File: config.mk
export PLATFORM = sky130hd
export DESIGN_NAME = blink_driver
export DESIGN_NICKNAME = d
export VERILOG_FILES = /design/src/rtl/blink_pkg.sv /design/src/rtl/blink_timer.sv /design/src/rtl/blink_driver.sv
export SDC_FILE = /design/constraint.sdc
export NUM_CORES = 1
export LEC_CHECK = 0
export ABC_AREA = 1
export CORE_ASPECT_RATIO = 1.75
export CORE_MARGIN = 4
export CORE_UTILIZATION = 46
export CTS_CLUSTER_SIZE = 40
export DETAILED_ROUTE_END_ITERATION = 6
export GPL_ROUTABILITY_DRIVEN = 0
export GPL_TIMING_DRIVEN = 0
export PLACE_DENSITY = 0.74
export SYNTH_ARGS = -nofsm -noshare
export SYNTH_HDL_FRONTEND = slang
export SYNTH_HIERARCHICAL = 1
export SYNTH_SLANG_ARGS = --single-unit
File: constraint.sdc
create_clock -name clk -period 4.15 [get_ports clk]
set_input_delay 0.415 -clock clk [delete_from_list [all_inputs] [get_ports clk]]
set_output_delay 0.415 -clock clk [all_outputs]
set_load 0.02 [all_outputs]
File: src/rtl/blink_pkg.sv
// Shared types and sizing helpers for the blink driver.
// The pending-request queue is enabled by defining BLINK_DRIVER_QUEUE_EN.
package blink_pkg;

  typedef enum logic [1:0] {
    IDLE = 2'd0,
    ON   = 2'd1,
    GAP  = 2'd2
  } blink_state_t;

  // Phase counter must hold max(on, off) - 1; sized with headroom for the max itself.
  function automatic int cnt_width(input int on_cycles, input int off_cycles);
    int longest;
    longest = (on_cycles > off_cycles) ? on_cycles : off_cycles;
    return $clog2(longest + 1);
  endfunction

endpackage

File: src/rtl/blink_timer.sv
// Loadable down-counter: load takes priority, otherwise counts down and holds at 0.
// done is high while the count is 0.
module blink_timer #(
  parameter int WIDTH = 8
) (
  input  logic             clk,
  input  logic             rst,
  input  logic             load,
  input  logic [WIDTH-1:0] load_value,
  output logic             done
);

  logic [WIDTH-1:0] count;

  always_ff @(posedge clk or posedge rst) begin
    if (rst) begin
      count <= '0;
    end else if (load) begin
      count <= load_value;
    end else if (count != '0) begin
      count <= count - 1'b1;
    end
  end

  assign done = (count == '0);

endmodule

File: src/rtl/blink_driver.sv
// Pulse stretcher: each request produces an ON_CYCLES blink followed by an OFF_CYCLES gap.
// BLINK_DRIVER_QUEUE_EN queues extra requests; without it, ON retriggers and GAP drops.
module blink_driver
  import blink_pkg::*;
#(
  parameter int ON_CYCLES   = 25_000_000,
  parameter int OFF_CYCLES  = 12_500_000,
  parameter int QUEUE_DEPTH = 7
) (
  input  logic clk,
  input  logic rst,
  input  logic pulse_in,
  output logic led_out,
  output logic busy_out,
  output logic dropped_out
);

  localparam int CW = cnt_width(ON_CYCLES, OFF_CYCLES);
  localparam logic [CW-1:0] ON_LOAD  = CW'(ON_CYCLES - 1);
  localparam logic [CW-1:0] OFF_LOAD = CW'(OFF_CYCLES - 1);

  blink_state_t   state;
  blink_state_t   state_next;
  logic           tmr_load;
  logic [CW-1:0]  tmr_value;
  logic           tmr_done;
  logic           drop_next;

  blink_timer #(
    .WIDTH (CW)
  ) u_timer (
    .clk        (clk),
    .rst        (rst),
    .load       (tmr_load),
    .load_value (tmr_value),
    .done       (tmr_done)
  );

`ifdef BLINK_DRIVER_QUEUE_EN
  localparam int PW = $clog2(QUEUE_DEPTH + 1);
  localparam logic [PW-1:0] DEPTH = PW'(QUEUE_DEPTH);

  logic [PW-1:0] pending;
  logic [PW-1:0] pending_next;
  logic [PW:0]   eff;

  always_comb begin
    state_next   = state;
    pending_next = pending;
    tmr_load     = 1'b0;
    tmr_value    = ON_LOAD;
    drop_next    = 1'b0;
    // A request arriving on the GAP-end edge joins the backlog before the decrement.
    eff          = {1'b0, pending} + {{PW{1'b0}}, pulse_in};
    case (state)
      IDLE: begin
        if (pulse_in) begin
          state_next = ON;
          tmr_load   = 1'b1;
          tmr_value  = ON_LOAD;
        end
      end
      ON: begin
        if (pulse_in) begin
          if (pending < DEPTH) pending_next = pending + 1'b1;
          else                 drop_next    = 1'b1;
        end
        if (tmr_done) begin
          state_next = GAP;
          tmr_load   = 1'b1;
          tmr_value  = OFF_LOAD;
        end
      end
      GAP: begin
        if (tmr_done) begin
          if (eff != '0) begin
            state_next   = ON;
            tmr_load     = 1'b1;
            tmr_value    = ON_LOAD;
            pending_next = PW'(eff - 1'b1);
          end else begin
            state_next = IDLE;
          end
        end else if (pulse_in) begin
          if (pending < DEPTH) pending_next = pending + 1'b1;
          else                 drop_next    = 1'b1;
        end
      end
      default: state_next = IDLE;
    endcase
  end

  always_ff @(posedge clk or posedge rst) begin
    if (rst) pending <= '0;
    else     pending <= pending_next;
  end
`else
  always_comb begin
    state_next = state;
    tmr_load   = 1'b0;
    tmr_value  = ON_LOAD;
    drop_next  = 1'b0;
    case (state)
      IDLE: begin
        if (pulse_in) begin
          state_next = ON;
          tmr_load   = 1'b1;
          tmr_value  = ON_LOAD;
        end
      end
      ON: begin
        // A request during ON restarts the full ON period, even on its last cycle.
        if (pulse_in) begin
          tmr_load  = 1'b1;
          tmr_value = ON_LOAD;
        end else if (tmr_done) begin
          state_next = GAP;
          tmr_load   = 1'b1;
          tmr_value  = OFF_LOAD;
        end
      end
      GAP: begin
        drop_next = pulse_in;
        if (tmr_done) state_next = IDLE;
      end
      default: state_next = IDLE;
    endcase
  end
`endif

  // Outputs are registered copies of the next-state decode, so they change with the state.
  always_ff @(posedge clk or posedge rst) begin
    if (rst) begin
      state       <= IDLE;
      led_out     <= 1'b0;
      busy_out    <= 1'b0;
      dropped_out <= 1'b0;
    end else begin
      state       <= state_next;
      led_out     <= (state_next == ON);
      busy_out    <= (state_next != IDLE);
      dropped_out <= drop_next;
    end
  end

endmodule

==> summary.txt, run 1 <==
Yosys
  • Post-synth EDFFs: 0
  • Yosys reg bits: 30
  • Largest family of logic cells by synthesized area: simple AND/OR/NAND/NOR gates
  • Yosys warnings: 6
  • Avg Synthesized Cell Area: 6.75 sq um
  • Post-synth top area share: 37.7%
  • Xor/xnor share of the synthesized area: 3.52%
  • Ys flop type: dfrtp_1
  • Synth cell types: 27
  • Simple-gate portion of the synthesized area: 45.6%
  • Area leader, netlist: dfrtp_1
  • Synth area leaders: dfrtp_1, nand2_1, inv_1
  • Ys async rst share: 100%
  • Sequential fraction of the synthesis area: 37.7%
  • Post-Syn Area: 1990 sq um
  • Compound-Gate Fraction of Synth Area: 2.89%
  • Mux contribution to synthesized area: 0%
  • Synth Instances: between 200 and 300
  • Post-Synth Adder-Cell Area: 1.26%

Pwr
  • Maximum vdd drop: 0.239 mV
  • Pwr Density: about 310 nW/um^2
  • Static leakage: about 1.1 nW
  • Overall power: 0.000696 W

Timing
  • Layout Skew: 6.18 ps
  • Max Freq: 0.434 GHz
  • Slew @ Worst Pin: 1020 ps
  • Max transition margin: around a third
  • Post-layout min period: ~2300 ps
  • Fin. Hold Viols: 0
  • Final setup TNS: 0 ps
  • Pins Over Slew Limit: 0
  • RSZ-0062 raised after global routing: no
  • Final setup fails: 0
  • Crit share post-route: a little under three fifths

Finish
  • Most common cell after layout, fill and taps aside: nand2_1
  • Most frequent cells in the layout: nand2_1, inv_1, nor2_1, dfrtp_1
  • Final nets: 326
  • # diodes: 0
  • P&R area growth vs syn: 12.8%
  • Share of post-route cells with drive strength above 1: 11.5%

Clock network
  • CTS root buffer: clkbuf_8
  • TritonCTS clock tree: built
  • CTS Hold Bufs: 0
  • Setup Buffers After CTS: 0
  • Post_cts resized: 0
  • Cts bufs inserted: 5
  • Clock transition at the registers of the reported paths: 70 ps
  • Max clock buf depth: 2
  • Clk sinks: 30
  • H-tree levels: 2
  • Worst skew pair latency: around 280 ps

Placed design
  • Port bufs: 5
  • Post-DP HPWL: 3.48 mm

Drt
  • Vias per inst: 4.80
  • Drt wl/cell: 12.1 um
  • Initial DRC count: 38
  • Routed WL: 4.50 mm
  • Remaining DRCs: 0
  • Via count: 1780
  • Initial DRT Pass Iterations: 4
  • Post-route ant nets: 0

Setup path
  • Largest delay share family, worst path: simple AND/OR/NAND/NOR gates
  • Worst path required time: 4320 ps
  • Critical path launch point: u_timer/count[14]
  • Crit-path cells: nor2_2 > nand2_2 > nor2_4 > nand3_4 > inv_1 > nand2_1 > nand2_1 > buf_2 > inv_1 > nand2_4 > inv_4 > buf_6 > nand2_1 > nand2_1
  • Crit path largest cell delay: between 400 and 500 ps
  • Data arrival time of the critical path: 2470 ps
  • CP Max Fanout: 10
  • Crit path launch type: flop
  • Buf+Inv Stages, Crit Path: 5
  • RR Startpoint: u_timer/count[14]
  • Worst path slowest cell: dfrtp_1
  • Most Frequent Cell on Critical Path: nand2_1
  • Kind of critical path: reg -> reg
  • Setup crit end kind: flop

Global route
  • Largest net degree at the start of global routing: 26
  • Tot GR Track Use: approximately a fifth
  • Total gr overflow: 0
  • First-pass GRT wire length: about 8.1 mm
  • Initial antenna violation count: 0
  • Number of global-route vias before repair: roughly 1800

Floorplanning
  • Die W: 57.7 um
  • Core footprint: 4150 sq um
  • Full die area: 5490 sq um
  • Initial Util: 48.0%
  • Top-level I/O count: 6
  • Die Span Y: 95.0 um
  • Row count: 31

Worst hold path
  • Hold Crit Class: in -> async

Run
  • Max-Cap Viols: 0

Status
  • Status: finished clean
[final cells by class]
| class | instances | area (sq um) |
|---|---|---|
| Clock buffer | 7 | 86.3 |
| Buffer | 5 | 31.3 |
| Sequential cell | 30 | 751 |
| Fill cell | 407 | 1900 |
| Clock inverter | 1 | 5.00 |
| Tap cell | 49 | 61.3 |
| Multi-Input combinational cell | 237 | 1120 |
| Inverter | 37 | 141 |
| Timing Repair Buffer | 5 | 50.0 |
[state kept, by name (all words and copies together), names as in the netlist]
| name | count |
|---|---|
| busy_out | 1 |
| dropped_out | 1 |
| led_out | 1 |
| state | 2 |
| u_timer/count | 25 |
[stage by stage]
| step | cells | cell area [sq um] | util [%] | setup WS [ps] | hold slack [ps] |
|---|---|---|---|---|---|
| floorplan | 309 | 2040 | - | 2230 | 194 |
| global placement | 363 | 2150 | 51.9 | 1860 | 517 |
| detailed placement | 363 | 2150 | 51.9 | 1860 | 515 |
| CTS | 371 | 2250 | 54.1 | 1840 | 352 |
| global route | 371 | 2250 | 54.1 | 1640 | 365 |
| finish | 371 | 2250 | 54.1 | 1850 | 350 |
[power breakdown]
| part | total, W | internal, W | leakage (nW) | switching, W |
|---|---|---|---|---|
| sequential | 0.000336 | 0.000313 | 0.357 | 0.0000232 |
| clock | 0.000241 | 0.000134 | 0.0482 | 0.000108 |
| combinational | 0.000118 | 0.0000414 | 0.735 | 0.0000771 |
| total | 0.000696 | 0.000488 | 1.14 | 0.000208 |
[logic make-up after synthesis]
kind of cell,after synthesis
xor gates and xnor gates,8
adders and majority gates,2
buffers and inverters,42
and+or+nand+nor,200
other,2
AOI/OAI and AO/OA,11
DFF,30
[final timing paths]
path	to	slack, ps	cells past startpoint
worst max-delay path	u_timer/count[24]	1850	14
worst min-delay path	led_out	350	2
worst max register to register	u_timer/count[24]	1850	14
worst min register to register	u_timer/count[0]	530	2
max in group asynchronous	u_timer/count[8]	2820	2
min in group clk	u_timer/count[0]	530	2
[routing by layer]
| layer | share of wire, % | vias up | GRT usage [%] |
|---|---|---|---|
| met5 | 0 | - | 0 |
| met4 | 4.6 | 0 | 12.8 |
| met3 | 2.8 | 13 | 2.57 |
| met2 | 55 | 32 | 36.1 |
| met1 | 38 | 795 | 19.5 |
| li1 | - | 940 | - |
[cell usage after synthesis (2+ instances only)]
master    count
clkbuf_1      2
nor2_4        5
nor2_2       11
ha_1          2
nand4_1      10
xor2_1        2
nand3_1      16
dfrtp_1      30
nand3b_1      2
nor2_1       30
inv_1        35
o21ai_0       8
nand2_2       6
xnor2_1       6
nand2_1     117
conb_1        2
[worst register-to-register path, stage by stage (launching register included)]
cell     delay, ps
dfrtp_1        430
nor2_2         180
nand2_2         90
nor2_4         210
nand3_4        150
inv_1          150
nand2_1         70
nand2_1         50
buf_2          190
inv_1          200
nand2_4        170
inv_4           60
buf_6          140
nand2_1         60
nand2_1         50
No activity file was read; power rests on OpenSTA's default activity.
==> inputs of run 2 (changes only) <==
- PLACE_DENSITY: 0.74 -> 0.76
- clock period: 4.15 -> 2.05 ns (I/O delays scaled with it)
==> summary.txt, run 2 (synthesis results as in run 1) <==
Clock network
  • Clock transition at the registers of the reported paths: 70 ps (about the same)
  • CTS root buffer: clkbuf_8
  • Max clock buf depth: 2 (unchanged)
  • Worst skew pair latency: 270 ps (about the same)
  • CTS Hold Bufs: 0 (unchanged)
  • Clk sinks: 30 (unchanged)
  • Cts bufs inserted: 5 (unchanged)
  • H-tree levels: 2 (unchanged)
  • TritonCTS clock tree: built

Finish
  • Most common cell after layout, fill and taps aside: nand2_1
  • P&R area growth vs syn: 19.4%
  • Largest register FFs: 25 (unchanged)
  • # diodes: 0 (unchanged)
  • FF/Latch Area: 752 sq um (+0.17%)
  • Largest Register: u_timer/count
  • Filler cells: 362 (-11%)
  • Multi-input logic area: 1150 sq um (+3.1%)
  • Largest regs: u_timer/count (25), state (2)
  • Non-filler cells, final: 379 (+2.2%)
  • Final nets: 334 (+2.5%)
  • Share of post-route cells with drive strength above 1: 17.6% (+6.1 points)
  • Most frequent cells in the layout: nand2_1, inv_1, dfrtp_1

Floorplanning
  • Full die area: 5490 sq um (unchanged)
  • Die Span Y: 95.0 um (unchanged)
  • Initial Util: 48.0% (unchanged)
  • Core footprint: 4150 sq um (unchanged)
  • Top-level I/O count: 6 (unchanged)
  • Row count: 31 (unchanged)
  • Die W: 57.7 um (unchanged)

Pwr
  • Maximum vdd drop: 0.461 mV (+93%)
  • Sequential share of power: 45.3% (-3.0 points)
  • Logic pwr share: 17.6% (+0.6 points)
  • Switching Fraction: 29.1% (-0.82 points)
  • Switching power: 0.000439 W (+110%)
  • Pwr Density: 635 nW/um^2 (+110%)
  • Clock power frac: 37.1% (+2.4 points)
  • Internal power: 0.00107 W (+120%)
  • Static leakage: 1.19 nW (+4.2%)

Placed design
  • Post-DP HPWL: 3.49 mm (+0.22%)
  • Dpl cells: 363 (unchanged)
  • Port bufs: 5 (unchanged)

Timing
  • Crit share post-route: 95.3% (+40 points)
  • Final setup TNS: 0 ps (unchanged)
  • Hold WS: 139 ps (-211 ps)
  • Post-layout min period: 1950 ps (-351 ps)
  • Fin. Hold Viols: 0 (unchanged)
  • Slew @ Worst Pin: 1030 ps (+11.1 ps)
  • Final setup fails: 0 (unchanged)
  • Max Freq: 0.512 GHz (+18%)
  • Max transition margin: 31.5% (-0.74 points)
  • Layout Skew: 6.15 ps (-0.0316 ps)
  • Pins Over Slew Limit: 0 (unchanged)

Drt
  • Remaining DRCs: 0 (unchanged)
  • Drt wl/cell: 12.8 um (+5.8%)
  • Top Metal Used: met4
  • Routed met3 length: 206 um (+62%)
  • Vias per inst: 5.07 (+5.8%)
  • Via count: 1923 (+8.0%)
  • Met2 WL: 2.65 mm (+7.3%)
  • Routed WL: 4.86 mm (+8.0%)
  • Initial DRT Pass Iterations: 4 (unchanged)
  • Initial DRC count: 66 (+74%)
  • Post-route ant nets: 0 (unchanged)
  • Wire length on met1: 1.74 mm (+2.5%)

Run
  • Max-Cap Viols: 0 (unchanged)

Global route
  • Number of global-route vias before repair: 1888 (+4.4%)
  • Total gr overflow: 0 (unchanged)
  • Initial antenna violation count: 0 (unchanged)
  • Largest net degree at the start of global routing: 26 (unchanged)
  • Tot GR Track Use: 20.0% (+0.59 points)
  • First-pass GRT wire length: 8.42 mm (+4.3%)

Setup path
  • Setup crit end kind: flop
  • Crit path launch type: flop
  • Kind of critical path: reg -> reg
  • CP Max Fanout: 10 (unchanged)
  • Data arrival time of the critical path: 2120 ps (-350 ps)
  • Worst path required time: 2220 ps (-2100 ps)

Status
  • Status: finished clean

Worst hold path
  • Hold Crit Class: in -> async
==> run 2: worst paths after layout <==
path                                    from                end  slack [ps]  cells after the start
hold / removal                           rst           state[0]         140                      2
setup reg to reg           u_timer/count[17]  u_timer/count[24]         100                     14
setup / recovery           u_timer/count[17]  u_timer/count[24]         100                     14
hold reg to reg             u_timer/count[0]   u_timer/count[0]         560                      2
min in group clk                    pulse_in        dropped_out         510                      3
max in group asynchronous                rst  u_timer/count[14]         860                      2
==> run 2: worst max-delay path: stages (launching register included) <==
cell	delay (ps)
dfrtp_1	410
nor2_2	140
nand2_1	130
nor2_4	180
nand3_4	100
inv_4	70
nand2_1	50
nand2_1	70
buf_6	110
clkinvlp_4	140
nand2_4	130
inv_4	50
buf_6	140
nand2_1	70
nand2_1	40
==> run 2: per-layer routing <==
layer  global-route usage [%]  vias up
li1                         -      956
met1                     19.0      875
met2                     39.8       68
met3                     2.57       24
met4                     10.4        0
met5                        0        -
==> run 2: final cells by class <==
type,count,area share [%]
buffer,5,1.69
clock buffer,8,4.63
inverter,37,6.21
multi-input combinational,237,48.6
sequential,30,31.6
tap,49,2.58
timing repair buffer,13,4.63
==> run 2: per-stage QoR <==
step                      setup slack (ps)  instance area (sq um)  util (%)  power (W)
final                                 96.4                   2380      57.3    0.00151
after global routing                 -20.7                   2380      57.3    0.00160
after CTS                             38.8                   2320      55.9    0.00150
after detailed placement              -252                   2150      51.9   0.000930
after global placement                -269                   2150      51.9   0.000922
after floorplan                        133                   2040         -   0.000871
==> run 2: repair_timing <==
item | 4_1_cts | 5_1_grt
resized for setup | 7 | 12
endpoints found under the setup margin | 25 | 22
setup buffers | 5 | 3
pin swaps | 2 | 4
==> run 2: power by group through the flow <==
| stage | registers (W) | clock network [W] | logic [W] |
|---|---|---|---|
| global route | 0.000690 | 0.000606 | 0.000304 |
| global placement | 0.000689 | 0 | 0.000233 |
| floorplan | 0.000678 | 0 | 0.000193 |
| CTS | 0.000680 | 0.000574 | 0.000249 |
| finish | 0.000685 | 0.000560 | 0.000265 |
| detailed placement | 0.000691 | 0 | 0.000239 |
